`src/rtl/i2s_rx_pkg.sv`:
```
// rtl/i2s_rx_pkg.sv - shared audio definitions: I2S channel and receiver state encodings
`timescale 1ns/1ps
package i2s_rx_pkg;

  // Word-select level that identifies each channel
  typedef enum logic {
    CH_LEFT  = 1'b0,
    CH_RIGHT = 1'b1
  } i2s_ch_e;

  // Receiver control states
  typedef enum logic [1:0] {
    ST_IDLE = 2'd0,  // disabled, partial word discarded
    ST_ARM  = 2'd1,  // enabled, waiting for the first word boundary
    ST_RUN  = 2'd2   // word-aligned, emitting samples
  } rx_state_e;

endpackage

```
`src/rtl/sync_ff.sv`:
```
// rtl/sync_ff.sv - multi-flop synchronizer for one asynchronous input bit
`timescale 1ns/1ps
module sync_ff #(
  parameter int STAGES = 2
) (
  input  logic clk_i,
  input  logic rst_ni,
  input  logic d_i,
  output logic q_o
);

  logic [STAGES-1:0] ff_q;

  // Shift the asynchronous input through the flop chain
  always_ff @(posedge clk_i or negedge rst_ni) begin
    if (!rst_ni) begin
      ff_q <= '0;
    end else begin
      ff_q <= {ff_q[STAGES-2:0], d_i};
    end
  end

  assign q_o = ff_q[STAGES-1];

endmodule

```
`src/rtl/i2s_rx.sv`:
```
// rtl/i2s_rx.sv - oversampling I2S receiver producing left/right samples in the clk_i domain
`timescale 1ns/1ps
module i2s_rx
  import i2s_rx_pkg::*;
#(
  parameter int AUDIO_DW    = 8,
  parameter int SYNC_STAGES = 2
) (
  input  logic                clk_i,
  input  logic                rst_ni,
  input  logic                en_i,
  input  logic                sck_i,
  input  logic                ws_i,
  input  logic                sd_i,
  input  logic                err_clr_i,
  output logic [AUDIO_DW-1:0] l_data_o,
  output logic [AUDIO_DW-1:0] r_data_o,
  output logic                l_valid_o,
  output logic                r_valid_o,
  output logic                short_err_o
);

  localparam int CW = $clog2(AUDIO_DW + 1);
  localparam logic [CW-1:0] CNT_FULL = CW'(AUDIO_DW);

  logic                sck_s, ws_s, sd_s, sck_d;
  logic                sck_rise, boundary;
  logic                ws_q, ws_primed;
  rx_state_e           state_q, state_d;
  logic                capture_en, emit_en;
  logic [CW-1:0]       bit_cnt_q, n_bits;
  logic [AUDIO_DW-1:0] shift_q, shift_nxt, word_aligned, word_q;
  logic                evt_l_q, evt_r_q, short_q;

  sync_ff #(.STAGES(SYNC_STAGES)) u_sync_sck (.clk_i(clk_i), .rst_ni(rst_ni), .d_i(sck_i), .q_o(sck_s));
  sync_ff #(.STAGES(SYNC_STAGES)) u_sync_ws  (.clk_i(clk_i), .rst_ni(rst_ni), .d_i(ws_i),  .q_o(ws_s));
  sync_ff #(.STAGES(SYNC_STAGES)) u_sync_sd  (.clk_i(clk_i), .rst_ni(rst_ni), .d_i(sd_i),  .q_o(sd_s));

  // ws_q starts from a reset value, so the first rise only primes it; a
  // boundary needs two real ws samples, otherwise a reset mid-right-word
  // would look like a boundary.
  assign sck_rise = sck_s & ~sck_d;
  assign boundary = sck_rise & ws_primed & (ws_s != ws_q);

  // State register
  always_ff @(posedge clk_i or negedge rst_ni) begin
    if (!rst_ni) begin
      state_q <= ST_IDLE;
    end else begin
      state_q <= state_d;
    end
  end

  // Next-state: arm on enable, align on the first boundary, drop out when disabled
  always_comb begin
    state_d = state_q;
    case (state_q)
      ST_IDLE: if (en_i) state_d = ST_ARM;
      ST_ARM:  if (boundary) state_d = ST_RUN;
      ST_RUN:  state_d = ST_RUN;
      default: state_d = ST_IDLE;
    endcase
    if (!en_i) state_d = ST_IDLE;
  end

  // FSM outputs: collect bits while enabled, emit words only once aligned
  always_comb begin
    capture_en = en_i && (state_q != ST_IDLE);
    emit_en    = en_i && (state_q == ST_RUN);
  end

  // Word assembly: include the current bit if there is room, then left-align
  always_comb begin
    shift_nxt = shift_q;
    n_bits    = CNT_FULL;
    if (bit_cnt_q < CNT_FULL) begin
      shift_nxt = {shift_q[AUDIO_DW-2:0], sd_s};
      n_bits    = bit_cnt_q + CW'(1);
    end
    word_aligned = shift_nxt << (CNT_FULL - n_bits);
  end

  // Edge detection, ws tracking and bit shifting on each sck rise
  always_ff @(posedge clk_i or negedge rst_ni) begin
    if (!rst_ni) begin
      sck_d     <= 1'b0;
      ws_q      <= 1'b0;
      ws_primed <= 1'b0;
      bit_cnt_q <= '0;
      shift_q   <= '0;
      word_q    <= '0;
      short_q   <= 1'b0;
      evt_l_q   <= 1'b0;
      evt_r_q   <= 1'b0;
    end else begin
      sck_d   <= sck_s;
      evt_l_q <= 1'b0;
      evt_r_q <= 1'b0;
      if (sck_rise) begin
        ws_q      <= ws_s;
        ws_primed <= 1'b1;
      end
      if (!capture_en) begin
        bit_cnt_q <= '0;
        shift_q   <= '0;
      end else if (boundary) begin
        bit_cnt_q <= '0;
        shift_q   <= '0;
        if (emit_en) begin
          evt_l_q <= (ws_q == CH_LEFT);
          evt_r_q <= (ws_q == CH_RIGHT);
          word_q  <= word_aligned;
          short_q <= (n_bits < CNT_FULL);
        end
      end else if (sck_rise && (bit_cnt_q < CNT_FULL)) begin
        shift_q   <= shift_nxt;
        bit_cnt_q <= bit_cnt_q + CW'(1);
      end
    end
  end

  // Output registers: publish the completed word one cycle after the boundary
  always_ff @(posedge clk_i or negedge rst_ni) begin
    if (!rst_ni) begin
      l_data_o    <= '0;
      r_data_o    <= '0;
      l_valid_o   <= 1'b0;
      r_valid_o   <= 1'b0;
      short_err_o <= 1'b0;
    end else begin
      l_valid_o <= evt_l_q;
      r_valid_o <= evt_r_q;
      if (evt_l_q) l_data_o <= word_q;
      if (evt_r_q) r_data_o <= word_q;
      if (err_clr_i) begin
        short_err_o <= 1'b0;
      end else if ((evt_l_q || evt_r_q) && short_q) begin
        short_err_o <= 1'b1;
      end
    end
  end

endmodule

```
`config.mk`:
```
export PLATFORM = sky130hd
export DESIGN_NAME = i2s_rx
export DESIGN_NICKNAME = d
export VERILOG_FILES = /design/src/rtl/i2s_rx_pkg.sv /design/src/rtl/sync_ff.sv /design/src/rtl/i2s_rx.sv
export SDC_FILE = /design/constraint.sdc
export NUM_CORES = 1
export LEC_CHECK = 0
export ABC_CLOCK_PERIOD_IN_PS = 2000
export CAP_MARGIN = 15
export CORE_MARGIN = 8
export CORE_UTILIZATION = 29
export DETAILED_ROUTE_END_ITERATION = 8
export HOLD_SLACK_MARGIN = 0.08
export PLACE_DENSITY = 0.48
export SLEW_MARGIN = 10
export SYNTH_ARGS = -nofsm -noshare
export SYNTH_HDL_FRONTEND = slang
export SYNTH_SLANG_ARGS = --single-unit
```
`constraint.sdc`:
```
create_clock -name clk_i -period 2 [get_ports clk_i]
set_input_delay 0.4 -clock clk_i [delete_from_list [all_inputs] [get_ports clk_i]]
set_output_delay 0.4 -clock clk_i [all_outputs]
set_load 0.01 [all_outputs]
```
==> flow_metrics.tcl <==
set metrics [dict create \
    wl_mm 4.59 \
    wl_per_cell_um 14.0 \
    finalSetupTns_ps 0 \
    clock_latency_ps 310 \
    yosysTopAreaCell "dfrtp_1" \
    hold_buffers 0 \
    p_per_area_nw_per_um2 685 \
    worst_ep_arrival_time_ps 2090 \
    max_freq_mhz 544 \
    htreeDepth 2 \
    crit_path_end_kind "flip-flop" \
    status "finished clean" \
    antenna_cells 0 \
    gp_congestion 0.797 \
    fp.dieH_um 108 \
    cp.required_ps 2250 \
    grt_pass1_wl_mm 8.10 \
    cts_tree "built" \
    synth_cell_types 41 \
    swShare_pct 26.7 \
    ys.flop_type "dfrtp_1" \
    use_met1_pct 12.7 \
    r2r_start "bit_cnt_q[0]" \
    drv_cap 0 \
    yosysTopAreaCellShare_pct 53.5 \
    viasPerCell 4.50 \
    postSynthCellCount 194 \
    ant_nets 0 \
    worstSetupPathType "flip-flop to flip-flop" \
    nNetsFinal 235 \
    p_switching_uw 533 \
    cts_max_path_buffers 2 \
    pwr-share-clk_pct 30.7 \
    stdcell_count 328 \
    drtIter0Drc 62 \
    synth-edff-count 0 \
    clock-sinks 53 \
    layout_common_cells "53 x dfrtp_1, 24 x clkdlybuf4s50_1, 17 x mux2_2" \
    synth_nets 207 \
    r2r_slack_ps 160 \
    met2_usage_pct 11.7 \
    final-setup-viol-count 0 \
    hold_violations 0 \
    cts_made_buffers 5 \
    portBuffers 25 \
    preCtsSetupSlack_ps 121 \
    drcViolationCount 0 \
    antenna_found_initial 0 \
    synthToLayoutAreaGrowth_pct 17.7 \
    skew_ps 4.21 \
    cts_root_buf "clkbuf_8" \
    holdWs_ps 70.8 \
    ys_ff_latch 53 \
    tightest_slew_ps 472 \
    yosysWarningCount 0 \
    fin_crit_sh_pct 91.9 \
    crit_fanout 8 \
    vias 1475 \
    vdd_drop_max_uv 240 \
    dieArea_um2 11800 \
    synthArstFlopShare_pct 100 \
    drt_pass1_iterations 4 \
    rows 33 \
    grt_max_degree 54 \
    synthTopCellsByArea "dfrtp_1 54%, mux2_2 7.7%, mux2i_1 6.1%" \
    startpoint_type "flip-flop" \
    gr-max-usage-layer "met1" \
    start_util_pct 30.0 \
    slew_viol_final 0 \
    rsz0062_at_grt "no" \
    grt_overflow 0 \
    p_leak_nw 1.25 \
    io_pins 26 \
    coreArea_um2 8260 \
    cts_resized 0 \
    intPower_mw 1.47 \
    cts_setup_buffers 0 \
    grt_pass1_vias 1511 \
    hpwl_mm 3.22 \
    grtUsageMet3_pct 2.26 \
    layout_setup_ws_ps 161 \
    synth.avg_cell_area_um2 12.8 \
    final_common_cell "dfrtp_1" \
    clkSlewWorstSetupHoldPaths_ps 100 \
    die_w_um 108 \
    reg2reg_depth 4 \
    period_needed_ps 1840 \
    combPwrFrac_pct 12.2 \
    ys_seq_area_share_pct 53.5 \
    placedCellCount 320 \
    maxSlewHeadroom_pct 68.4 \
    track_usage_pct 8.63 \
    seq_power_share_pct 57.1 \
    syn-cell-area_um2 2480 \
    drive_above_1_share_pct 19.7 \
    hp-class "input port to asynchronous set/reset pin" \
    reg2reg_to "word_q[3]" \
]
## logic make-up (layout without fill, tap and decap cells)
kind of cell    Yosys count  in the layout  share of synthesized area (%)
fa+ha+maj                 6              6                           3.03
buf+inv                  18             47                           4.90
xor+xnor                  4              4                           1.72
compound gates           26             26                           8.63
mux                      38             38                           18.0
simple gates             49             49                           10.2
flops                    53             53                           53.5
## critical path, stage by stage, from the launching register on
cell     delay (ps)
dfrtp_1         420
ha_1            340
or4_4           560
a41oi_4         260
a32o_2          220
## metrics by stage
step                total power, mW  area, um2  utilization [%]
floorplan                      1.33       2480                -
global placement               1.41       2830             34.3
detailed placement             1.41       2830             34.3
CTS                            2.03       2920             35.3
global route                   2.12       2920             35.3
finish                         2.00       2920             35.3
## layout make-up
class	instances	area [um2]
flip-flops and latches	53	1330
repair buffers	32	310
clock buffers	6	72.6
well taps	105	131
clock inverters	2	13.8
multi-input cells	123	1040
inverters	7	26.3
fillers	834	5340
## state kept, by name (all words and copies together) (netlist names), 2 cells and up
| register | count |
|---|---|
| bit_cnt_q | 4 |
| l_data_o | 8 |
| r_data_o | 8 |
| shift_q | 8 |
| state_q | 2 |
| u_sync_sck.ff_q | 2 |
| u_sync_sd.ff_q | 2 |
| u_sync_ws.ff_q | 2 |
| word_q | 8 |
## synthesized netlist by cell type, types with 4 or more instances
master	count
a32o_1	4
buf_6	5
dfrtp_1	53
ha_1	6
inv_1	7
mux2_2	17
mux2i_1	15
nand2_1	16
nand3_1	6
nor2_1	15
o21ai_0	6
## power by group through the flow
stage               Combinational, mW  Sequential [mW]  Clock [mW]
floorplan                       0.174             1.15           0
global placement                0.247             1.16           0
detailed placement              0.247             1.16           0
CTS                             0.249             1.14       0.641
global route                    0.280             1.15       0.688
finish                          0.244             1.14       0.613
## worst max-delay path by stage
stage,start,endpoint,slack (ps),cells after the start
after floorplan,bit_cnt_q[1],word_q[3],160,7
after global placement,en_i,word_q[3],110,5
after detailed placement,en_i,word_q[0],120,5
after CTS,bit_cnt_q[0],word_q[0],160,4
after global routing,bit_cnt_q[0],word_q[4],70,4
final,bit_cnt_q[0],word_q[3],160,4
## per-layer routing
metal / vias to the layer above / wire length, um
met5: - / 0
met4: 0 / 46
met3: 5 / 230
met2: 23 / 1890
met1: 711 / 2420
li1: 736 / -
(Power assumes the default switching activity.)
